## config.mk

```make
export PLATFORM = sky130hd
export DESIGN_NAME = if_stage
export DESIGN_NICKNAME = d
export VERILOG_FILES = /design/src/rtl/if_stage_pkg.sv /design/src/rtl/if_stage.sv
export SDC_FILE = /design/constraint.sdc
export NUM_CORES = 1
export LEC_CHECK = 0
export BUFFER_PORTS_ARGS = -buffer_cell sky130_fd_sc_hd__buf_2
export CAP_MARGIN = 10
export CORE_AREA = 2 2 109 111
export CTS_CLUSTER_DIAMETER = 60
export CTS_CLUSTER_SIZE = 8
export DETAILED_ROUTE_END_ITERATION = 10
export DIE_AREA = 0 0 111 113
export PLACE_DENSITY = 0.85
export SYNTH_ARGS = -nofsm -noshare
export SYNTH_HDL_FRONTEND = slang
export SYNTH_SLANG_ARGS = --single-unit
```

## constraint.sdc

```tcl
create_clock -name clk -period 4.8 [get_ports clk]
set_input_delay 0 -clock clk [delete_from_list [all_inputs] [get_ports clk]]
set_output_delay 0 -clock clk [all_outputs]
set_load 0.01 [all_outputs]
```

## src/rtl/if_stage_pkg.sv

```systemverilog
// Shared constants, types and helpers for the instruction-fetch stage.
package if_stage_pkg;

  localparam logic        REST_EN  = 1'b0;
  localparam logic [31:0] PC_RESET = 32'h1C00_0000;
  localparam logic [31:0] PC_STEP  = 32'd4;

  typedef struct packed {
    logic [31:0] pc;
    logic [31:0] inst;
  } fetch_entry_t;

  // Word-align an address; the low two bits of any PC are meaningless.
  function automatic logic [31:0] align_pc(input logic [31:0] pc);
    return pc & ~32'h0000_0003;
  endfunction

endpackage

```

## src/rtl/if_stage.sv

```systemverilog
// Instruction-fetch stage: sequential PC generation, synchronous SRAM request,
// one-entry skid buffer towards decode, branch redirect and sticky halt.
module if_stage
  import if_stage_pkg::*;
#(
  parameter logic [31:0] RESET_PC = PC_RESET
) (
  input  logic        clk,
  input  logic        reset,
  output logic        inst_sram_en,
  output logic [31:0] inst_sram_addr,
  input  logic [31:0] inst_sram_rdata,
  input  logic        redirect_valid,
  input  logic [31:0] redirect_pc,
  input  logic        halt,
  output logic [31:0] PC,
  output logic [31:0] Inst,
  output logic        right_valid,
  input  logic        right_ready
);

  logic [31:0]  r_fetch_pc;
  logic         r_req_valid;
  logic [31:0]  r_req_pc;
  logic         r_hold_valid;
  fetch_entry_t r_hold;
  logic         r_halted;

  logic         w_reset_n;
  logic         w_busy;
  logic         w_right_valid;
  logic         w_fire;
  logic         w_issue;
  logic         w_capture;
  logic [31:0]  w_addr;

  assign w_reset_n     = (reset != REST_EN);
  assign w_busy        = r_hold_valid | r_req_valid;
  assign w_right_valid = w_reset_n & ~redirect_valid & w_busy;
  assign w_fire        = w_right_valid & right_ready;
  // A new request is only made when its response is guaranteed a place to land.
  assign w_issue       = w_reset_n & ~r_halted & ~halt & (redirect_valid | w_fire | ~w_busy);
  assign w_addr        = redirect_valid ? align_pc(redirect_pc) : r_fetch_pc;
  // The SRAM response exists for one cycle only; park it if decode refuses it.
  assign w_capture     = r_req_valid & ~r_hold_valid & ~right_ready & ~redirect_valid;

  assign inst_sram_en   = w_issue;
  assign inst_sram_addr = w_addr;
  assign right_valid    = w_right_valid;

  always_comb begin
    PC   = 32'h0;
    Inst = 32'h0;
    if (w_right_valid) begin
      if (r_hold_valid) begin
        PC   = r_hold.pc;
        Inst = r_hold.inst;
      end else begin
        PC   = r_req_pc;
        Inst = inst_sram_rdata;
      end
    end
  end

  always_ff @(posedge clk) begin
    if (!w_reset_n) begin
      r_fetch_pc   <= align_pc(RESET_PC);
      r_req_valid  <= 1'b0;
      r_req_pc     <= 32'h0;
      r_hold_valid <= 1'b0;
      r_hold       <= '0;
      r_halted     <= 1'b0;
    end else begin
      if (halt) begin
        r_halted <= 1'b1;
      end

      if (w_issue) begin
        r_req_valid <= 1'b1;
        r_req_pc    <= w_addr;
        r_fetch_pc  <= w_addr + PC_STEP;
      end else begin
        r_req_valid <= 1'b0;
      end

      if (redirect_valid) begin
        r_hold_valid <= 1'b0;
      end else if (w_capture) begin
        r_hold_valid <= 1'b1;
        r_hold.pc    <= r_req_pc;
        r_hold.inst  <= inst_sram_rdata;
      end else if (r_hold_valid && w_fire) begin
        r_hold_valid <= 1'b0;
      end
    end
  end

endmodule

```

======== Word-level counts from Yosys, hierarchy flattened ========
Cells that the tools add are included.
operators by class
  add/sub/neg operators ................... 1
  muxes and demuxes ....................... 8
  bitwise gates (word level) .............. 19
  reduce and logical (&&, ||, !) cells .... 4
operator list
  cell                                            number
  two-way mux 32 bit                              5
  adder 32 x 3 -> 32 bit (second input constant)  1
  bitwise AND 1 bit                               9
  inverter 1 bit                                  7
  two-way mux 1 bit                               3
  bitwise OR 1 bit                                3
  AND reduction 2 bit                             1
  nonzero test 2 bit                              1
  OR reduction 2 bit                              1
  logical AND 1 bit                               1
storage, ports and cells
  flip-flop bits (word level) ............. 131
  bits of input ports ..................... 69
  output and inout port bits .............. 98
  logic and storage cells ................. 39

======== Logic depth before layout (Yosys ltp) ========
Gate-level depths: netlist of the first run.
  word-level depth ........................ 8
  gate-level depth with buffers ........... 11
  mapped depth without buffers ............ 7

======== Least setup slack after synthesis of the first run ========
No wires, ideal clock.
  path kind ............................... input port to flip-flop
  start point ............................. in redirect_valid
  end point ............................... reg r_fetch_pc[24]
  library setup time ...................... 117 ps
  data arrival time ....................... 2740 ps
  required time ........................... 4683 ps
  path slack .............................. 1943 ps
  cell stages on the path ................. 11
  path buffers ............................ 4
  cells stage by stage .................... buf_6 > buf_2 > buf_1 > buf_1 > mux2_2 > ha_1 > inv_1 > a21oi_1 > nand4_1 > or3_1 > a32o_1
between the ends
  elaborated cells on any way between the ends .. 9
  classes of those cells .................. 1 x add/sub; 1 x mux; 7 x bitwise
RTL lines
  what                    RTL line        source
  start, declared         if_stage.sv:13  input logic redirect_valid,
  two-way mux 32 bit      if_stage.sv:43  assign w_addr = redirect_valid ? align_pc(redirect_pc) : r_fetch_pc;
  net inst_sram_addr[3]   if_stage.sv:11  output logic [31:0] inst_sram_addr,
  adder 32 x 3 -> 32 bit  if_stage.sv:81  r_fetch_pc <= w_addr + PC_STEP;
  end signal, assigned    if_stage.sv:67  r_fetch_pc <= align_pc(RESET_PC);
  end signal, assigned    if_stage.sv:81
  end, declared           if_stage.sv:22  logic [31:0] r_fetch_pc;
The timed path passes the listed nets, and every way through them passes these cells.
A chain may end at the register's enable or synchronous reset.

======== Final worst setup path of the first run ========
  start point ............................. reg r_hold_valid
  end point ............................... reg r_fetch_pc[31]
between the ends
  word-level cells in the longest chain between the ends .. 6
  elaborated cells on any way between the ends .. 7
  classes of those cells .................. 7 x bitwise
ends and longest elaborated chain
  what                    RTL line        source
  start, declared         if_stage.sv:25  logic r_hold_valid;
  start signal, assigned  if_stage.sv:70  r_hold_valid <= 1'b0;
  start signal, assigned  if_stage.sv:87  r_hold_valid <= 1'b0;
  start signal, assigned  if_stage.sv:89  r_hold_valid <= 1'b1;
  bitwise OR 1 bit *      if_stage.sv:38  assign w_busy = r_hold_valid | r_req_valid;
  bitwise AND 1 bit       if_stage.sv:39  assign w_right_valid = w_reset_n & ~redirect_valid & w_busy;
  bitwise AND 1 bit       if_stage.sv:40  assign w_fire = w_right_valid & right_ready;
  bitwise OR 1 bit        if_stage.sv:42  assign w_issue = w_reset_n & ~r_halted & ~halt & (redirect_valid | w_fire | ~w_busy);
  bitwise OR 1 bit *      if_stage.sv:42
  bitwise AND 1 bit *     if_stage.sv:42
Every way passes the cells marked *; elsewhere a longest branch is shown, timed or not.

==> results of run 1 <==
[cells in the mapped netlist (3+ instances only)]
cell type / instances
a32o_1: 3
a22oi_1: 4
buf_2: 3
o21ai_0: 15
o211ai_1: 4
nand3_1: 31
buf_1: 11
xnor2_1: 11
a21oi_1: 81
mux2i_1: 87
nand3b_1: 4
a211oi_1: 24
nand4b_1: 6
nand4_1: 19
nor2_1: 106
nand2_1: 168
nor3_1: 8
or3_1: 5
clkbuf_1: 46
inv_1: 29
mux2_2: 8
dfxtp_1: 129
[per-layer routing]
metal,global-route usage,part of all wire,up-vias
li1,-,-,3222
met1,0.3861,0.43,3065
met2,0.4446,0.47,322
met3,0.05249,0.077,34
met4,0.1017,0.021,0
met5,0,0,-
[power groups by stage]
stage          clock network, mW  logic [mW]  registers [mW]
2_1_floorplan                  0       0.201            1.16
3_3_place_gp                   0       0.294            1.17
3_5_place_dp                   0       0.299            1.17
4_1_cts                     1.44       0.325            1.15
5_1_grt                     1.49       0.361            1.15
6_report                    1.43       0.330            1.15
[state kept, by name, summed over array words and instances (netlist names)]
register and cells:
r_halted 1, r_hold 64, r_req_valid 1, r_fetch_pc 32, r_hold_valid 1, r_req_pc 30
[worst paths after layout]
path / startpoint / to / slack (ns)
worst max-delay path: r_hold_valid / r_fetch_pc[31] / 1.68
worst min-delay path: redirect_pc[21] / r_fetch_pc[21] / 0.04
worst max register to register: r_hold_valid / r_fetch_pc[31] / 1.68
worst min register to register: r_hold[59] / r_hold[59] / 0.45
[worst register-to-register path, cell delays in order (launching register included)]
cell,delay [ns]
dfxtp_4,1.11
nor2_1,0.24
o31a_2,0.52
buf_4,0.37
nor2_1,0.59
a221o_1,0.26
[area by class of cell]
type | instances | area share
inverters | 30 | 0.01367
flip-flops and latches | 129 | 0.3104
repair buffers | 207 | 0.1475
multi-input cells | 618 | 0.4275
well taps | 143 | 0.02147
clock inverters | 12 | 0.02463
clock buffers | 20 | 0.05481
[through the flow]
step	instance area, um2	hold WS (ns)	power (mW)	util
floorplan	6476	0.07679	1.359	-
CTS	8332	0.03011	2.914	0.7392
global route	8332	0.05674	3.006	0.7392
finish	8332	0.04442	2.907	0.7392
detailed placement	7330	0.2577	1.469	0.6502
global placement	7330	0.2532	1.463	0.6502
[cells by family (layout without fill, tap and decap cells)]
family	Yosys count	in the layout	share of synthesized area
buf+inv	91	269	0.05448
fa+ha+maj	1	1	0.001932
simple gates	359	359	0.2386
xor+xnor	12	12	0.01623
compound gates	151	151	0.1416
mux	95	95	0.1484
flops	129	129	0.3988
[placed cells by master, fill, tap and decap left out, types with 8 or more instances in the layout]
cell type / netlist / routed
a211oi_1: 24 / 24
a21oi_1: 81 / 81
buf_2: 3 / 164
buf_4: 0 / 9
clkbuf_16: 0 / 17
dfxtp_1: 129 / 128
dlygate4sd3_1: 0 / 34
inv_1: 29 / 29
mux2_2: 8 / 8
mux2i_1: 87 / 87
nand2_1: 168 / 168
nand3_1: 31 / 31
nand4_1: 19 / 19
nor2_1: 106 / 106
nor3_1: 8 / 8
o21ai_0: 15 / 15
xnor2_1: 11 / 11
[repair_timing]
action,in CTS,in global routing
endpoints found under the hold margin,34,0
resized for setup,0,0
endpoints found under the setup margin,0,0
hold buffers,34,0
==> flow_summary.ini, run 1 <==
[worst_setup_path]
cp_top_family = flip-flops
path_common_cell = nor2_1
crit_path_end_kind = flop
crit_required_ns = 5.15
r2r_cells = 5
crit_type = reg2reg
critPathMaxFanout = 68
cp_cell_sequence = nor2_1, o31a_2, buf_4, nor2_1, a221o_1
worst-path-buf-inv = 1
start_kind = flop
worstPathArrival_ns = 3.47
slowest_stage = dfxtp_4
crit_cells = 5
max_stage_delay_ns = 1.11

[synth]
postSynthAreaPerCell_um2 = 7.728
seq_area_frac_synth = 0.3988
synthesis.nets = 908
synthFlopType = dfxtp_1
ys.warnings.count = 0
ys_async_sr_fraction = 0
yosys.area.top_type = dfxtp_1
ys_types = 52
syn_inst = 838
synthTopCellsByArea = dfxtp_1, mux2i_1, nand2_1
yosysTopAreaCellShare = 0.3988
synth-edff-count = 0
ys_ff_latch = 129
syn_area_mm2 = 0.006476

[die]
num_rows = 39
start_util = 0.5745
die_height_um = 113
core_area_mm2 = 0.01127
die-area_mm2 = 0.01254
io_pins = 167
fp.dieW_um = 111

[timing]
final-max-slew-violation-count = 0
setup_slack_ns = 1.678
worst_slew_pin_slew_ns = 1.147
fin_skew_ns = 0.01138
fin_crit_sh = 0.6504
hold_viol = 0
max_freq_mhz = 320.3
slew_headroom = 0.2351
timing.setup.tns_ns = 0
fin_crit_ns = 3.122
rsz0062_at_grt = no
setup_viol = 0

[power]
p_seq_frac = 0.395
p_sw_uw = 705.8
ir_drop_mv = 0.1961
pwr-share-comb = 0.113
clkPwrFrac = 0.491
p_leak_nw = 3.371
powerDensity_mw_per_mm2 = 348.9
internal_power_mw = 2.202
sw_frac_of_total = 0.2427

[min_path]
min_path_cells = 4
min_path_type = in2reg

[cells_and_area]
area_delta_synth_final_pct = 28.65
drive_above_1_share = 0.2175
fin_cells = 1159
regArea_mm2 = 0.002586
nNetsFinal = 1073
nFillCells = 860
multi_input_area_mm2 = 0.003562
antenna-diode-count = 0

[placed_design]
dp_slack_ns = 1.718
place_congestion = 0.9322
dp.cells = 1093
port_buffers = 164
dp_hpwl_mm = 11.13

[clocking]
clk_latency_ns = 0.41
cts-buffers-inserted = 17
root_buffer = clkbuf_16
cts_tree = yes
cts_sinks = 129
post_cts_buffers = 0
htreeDepth = 4
path_clk_slew_ns = 0.06
clk_path_buf_depth = 2

[global_route]
grt_max_degree = 85
grt_usage = 0.2807
overflow = 0
antenna_found_initial = 0
grt_pass1_wl_mm = 29.09
first_global_vias = 5956

[route]
first_pass_iters = 5
routed_via_density = 5.732
wl_per_cell_um = 15.62
drt_iter0_markers = 736
vias = 6643
drc_errors = 0
final_antenna_net_count = 0
postRouteWirelength_mm = 18.10

[outcome]
outcome = complete, no violations

[flow_run]
cap_violations = 0
(Power assumes the default switching activity.)
==> run 2, diff against run 1 <==
Settings changed: CORE_AREA 2 2 109 111 to 2 2 114 116, DIE_AREA 0 0 111 113 to 0 0 116 118, PLACE_DENSITY 0.85 to 0.79.
Clock period 4.8 ns to 3.1 ns, I/O delays scaled along.
==> run 2 against run 1 <==
Power up 55%. Cell count up 3.2%. Clock skew down 0.0045 ns. Worst setup slack worse by 0.82 ns. Global-route usage down 1.7 points. Sequential share of layout area down 0.41 points. Critical path type is now reg2out. Largest power group unchanged.
==> flow_summary.ini, run 2 (synthesis gave the netlist of run 1 again) <==
[min_path]
min_path_type = in2reg

[global_route]
grt_max_degree = 65
grt_pass1_wl_mm = 29.09
overflow = 0
grt_usage = 0.2641
first_global_vias = 5839
antenna_found_initial = 0

[clocking]
htreeDepth = 4
root_buffer = clkbuf_16
clk_path_buf_depth = 2
clk_latency_ns = 0.42
cts-buffers-inserted = 17
cts_sinks = 129
ctsHoldBuffers = 34
post_cts_buffers = 0
path_clk_slew_ns = 0.06
cts_resized = 0
cts_tree = yes

[worst_setup_path]
start_kind = flop
critPathMaxFanout = 64
crit_path_end_kind = output pin
worstPathArrival_ns = 2.25
crit_required_ns = 3.10
crit_type = reg2out

[timing]
timing.setup.tns_ns = 0
hold_viol = 0
final-max-slew-violation-count = 0
setup_slack_ns = 0.8542
rsz0062_at_grt = no
setup_viol = 0
fin_crit_ns = 2.246
worst_slew_pin_slew_ns = 1.108
slew_headroom = 0.2616
fin_skew_ns = 0.006929
fin_crit_sh = 0.7244
max_freq_mhz = 445.3

[route]
drc_errors = 0
drt_iter0_markers = 706
routed.top_layer = met4
first_pass_iters = 7
dr_wl_met3_mm = 1.422
postRouteWirelength_mm = 18.58
routed_via_density = 5.524
wl_met1_mm = 8.349
vias = 6607
wl_met2_mm = 8.498
final_antenna_net_count = 0
wl_per_cell_um = 15.53

[die]
num_rows = 41
die-area_mm2 = 0.01369
io_pins = 167
start_util = 0.5217
fp.dieW_um = 116
core_area_mm2 = 0.01241
die_height_um = 118

[cells_and_area]
drive_above_1_share = 0.2236
layout_common_cells = nand2_1, buf_2, dfxtp_1
regMostFlops = r_hold
area_delta_synth_final_pct = 30.39
antenna-diode-count = 0
nNetsFinal = 1081
largest_register_ff_count = 64
final_common_cell = nand2_1
largestRegisters = r_hold (64), r_fetch_pc (32), r_req_pc (30)

[power]
powerDensity_mw_per_mm2 = 532.7
ir_drop_mv = 0.3465
p_total_mw = 4.499
p_leak_nw = 3.407

[placed_design]
port_buffers = 164
dp_slack_ns = 0.5700
place_congestion = 0.9489
dp_hpwl_mm = 11.94

[flow_run]
cap_violations = 0

[outcome]
outcome = complete, no violations
## run 2: changes by cell type in the layout (fill, tap and decap cells not counted)
cell,previous run,this run
buf_12,0,2
buf_4,9,15
clkbuf_8,2,1
clkinv_4,3,2
clkinvlp_4,2,5
inv_6,1,0
## run 2: routing by layer
layer / up-vias / global-route usage
li1: 3240 / -
met1: 3053 / 0.3568
met2: 286 / 0.4130
met3: 28 / 0.05973
met4: 0 / 0.09301
met5: - / 0
## run 2: layout make-up
type,instances,area (um2)
fillers,1014,3970
clock buffers,19,442.9
inverters,30,113.9
flip-flops and latches,129,2586
well taps,172,215.2
multi-input cells,618,3562
repair buffers,215,1314
clock inverters,13,210.2
## run 2: final timing paths
kind | start | end | slack, ns | depth (start not counted)
setup / recovery | r_hold_valid | PC[1] | 0.85 | 4
hold / removal | reset | r_fetch_pc[27] | 0.05 | 2
setup reg to reg | r_fetch_pc[15] | r_fetch_pc[23] | 0.88 | 5
hold reg to reg | r_hold[49] | r_hold[49] | 0.45 | 2
## run 2: power breakdown
group / internal, mW / leakage, nW / switching [mW] / total [mW]
logic: 0.217 / 2.05 / 0.309 / 0.525
clock network: 1.45 / 0.301 / 0.751 / 2.20
registers: 1.72 / 1.05 / 0.0513 / 1.78
## run 2: stage by stage
stage,instances,instance area (um2),utilization,hold WS [ns]
2_1_floorplan,838,6476,-,0.07679
5_1_grt,1196,8444,0.6802,0.07317
3_5_place_dp,1130,7451,0.6002,0.2573
6_report,1196,8444,0.6802,0.05245
3_3_place_gp,1130,7451,0.6002,0.2544
4_1_cts,1196,8444,0.6802,0.02981
## run 2: worst max-delay path, cell delays in order (launching register included)
cell,delay (ns)
dfxtp_4,0.37
buf_4,0.80
mux2i_1,0.38
nor2_1,0.07
buf_2,0.14
==> run 3, diff against run 2 <==
Clock period 3.1 ns to 2.34 ns, I/O delays scaled along.
==> run 3 against run 2 <==
Sequential power grew 32%. Cell area grew 1.2%. Clock power grew 29%. Worst setup slack lost 0.76 ns. Hold slack gained 0.016 ns. Cell count grew 1.3%. Critical path depth is the same. Critical endpoint is now PC[13].
==> flow_summary.ini, run 3 (synthesis gave the netlist of run 1 again) <==
[timing]
timing.setup.tns_ns = 0
final-max-slew-violation-count = 0
setup_slack_ns = 0.08978
slew_headroom = 0.2623
worst_slew_pin_slew_ns = 1.107
setup_viol = 0
hold_viol = 0
max_freq_mhz = 444.4
rsz0062_at_grt = no
fin_crit_sh = 0.9616
fin_skew_ns = 0.009534
fin_crit_ns = 2.250

[cells_and_area]
nFillCells = 1029
largest_register_ff_count = 64
area_delta_synth_final_pct = 31.97
drive_above_1_share = 0.2339
antenna-diode-count = 0
regMostFlops = r_hold
largestRegisters = r_hold (64), r_fetch_pc (32), r_req_pc (30)
final_common_cell = nand2_1
layout_common_cells = nand2_1, buf_2, dfxtp_1
nNetsFinal = 1096

[die]
num_rows = 41
core_area_mm2 = 0.01241
die_height_um = 118
fp.dieW_um = 116
io_pins = 167
start_util = 0.5217
die-area_mm2 = 0.01369

[power]
sw_frac_of_total = 0.2413
ir_drop_mv = 0.3211
p_seq_frac = 0.399
internal_power_mw = 4.473
pwr-share-comb = 0.122
p_leak_nw = 3.480
powerDensity_mw_per_mm2 = 689.8
clkPwrFrac = 0.480
p_sw_mw = 1.422

[clocking]
cts-buffers-inserted = 17
post_cts_buffers = 0
cts_sinks = 129
root_buffer = clkbuf_16
htreeDepth = 4
clk_latency_ns = 0.42
path_clk_slew_ns = 0.06
cts_tree = yes
clk_path_buf_depth = 2

[route]
postRouteWirelength_mm = 18.48
routed_via_density = 5.425
drt_iter0_markers = 476
vias = 6570
final_antenna_net_count = 0
wl_per_cell_um = 15.26
drc_errors = 0
first_pass_iters = 5

[min_path]
min_path_type = in2reg

[worst_setup_path]
rr_startpoint = r_fetch_pc[3]
critPathMaxFanout = 64
crit_end = PC[13]
slowest_stage = buf_4
rrSetupSlack_ns = 0.33
r2r_cells = 7
cp_cell_sequence = buf_4, mux2i_1, nor2_1, buf_2
crit_path_end_kind = output pin
max_stage_delay_ns = 0.79
crit_type = reg2out
crit_required_ns = 2.34
startpoint = r_hold_valid
start_kind = flop
worstPathArrival_ns = 2.25
r2r-end = r_fetch_pc[24]

[global_route]
grt_max_degree = 97
first_global_vias = 6072
grt_usage = 0.2719
grt_pass1_wl_mm = 29.73
antenna_found_initial = 0
overflow = 0

[outcome]
outcome = complete, no violations

[placed_design]
dp_hpwl_mm = 11.99
place_congestion = 0.9728
dp_slack_ns = 0.1580
port_buffers = 164

[flow_run]
cap_violations = 0
run 3: final cells by class:
class                   count  area, um2  area share
clock buffers              22      484.2     0.05665
inverters                  30      113.9     0.01332
well taps                 172      215.2     0.02518
multi-input cells         618       3573      0.4181
flip-flops and latches    129       2586      0.3026
clock inverters            10      155.1     0.01815
repair buffers            230       1419      0.1660
run 3: power groups by stage:
stage | registers, mW | clock network (mW) | logic [mW]
detailed placement | 2.39 | 0 | 0.657
finish | 2.35 | 2.83 | 0.719
floorplan | 2.38 | 0 | 0.413
global placement | 2.39 | 0 | 0.648
global route | 2.36 | 2.97 | 0.785
CTS | 2.35 | 2.87 | 0.709
run 3: what timing repair did:
action	in CTS	in global routing
gates resized for setup	0	0
endpoints found under the hold margin	36	0
setup endpoints to repair	0	0
hold buffers	36	0
run 3: stage by stage:
step / power, mW / utilization / hold slack [ns] / cells / cell area, um2
floorplan: 2.789 / - / 0.07679 / 838 / 6490
CTS: 5.929 / 0.6885 / 0.03402 / 1211 / 8547
detailed placement: 3.050 / 0.6079 / 0.2591 / 1143 / 7547
global placement: 3.038 / 0.6079 / 0.2539 / 1143 / 7547
global route: 6.110 / 0.6885 / 0.09167 / 1211 / 8547
finish: 5.896 / 0.6885 / 0.06877 / 1211 / 8547
run 3: worst min path at each step:
stage                             start  cells past startpoint        endpoint
finish                   redirect_pc[9]                      4     r_req_pc[9]
global route             redirect_pc[2]                      4   r_fetch_pc[2]
CTS                     redirect_pc[19]                      4  r_fetch_pc[19]
detailed placement  inst_sram_rdata[28]                      3      r_hold[28]
global placement    inst_sram_rdata[13]                      3      r_hold[13]
floorplan                   right_ready                      1    r_hold_valid
run 3: routing by layer:
metal / part of all wire / global-route usage / up-vias / wire, um
met2: 0.46 / 0.4240 / 264 / 8457
met3: 0.075 / 0.06437 / 22 / 1383
li1: - / - / 3268 / -
met4: 0.016 / 0.1027 / 0 / 299
met5: 0 / 0 / - / 0
met1: 0.45 / 0.3633 / 3016 / 8336
run 3: critical path: cells and delay by family, from the launching register on:
family | cells | cell delay, ns
buffers and inverters | 2 | 0.93
and+or+nand+nor | 1 | 0.07
muxes | 1 | 0.37
DFF | 1 | 0.36
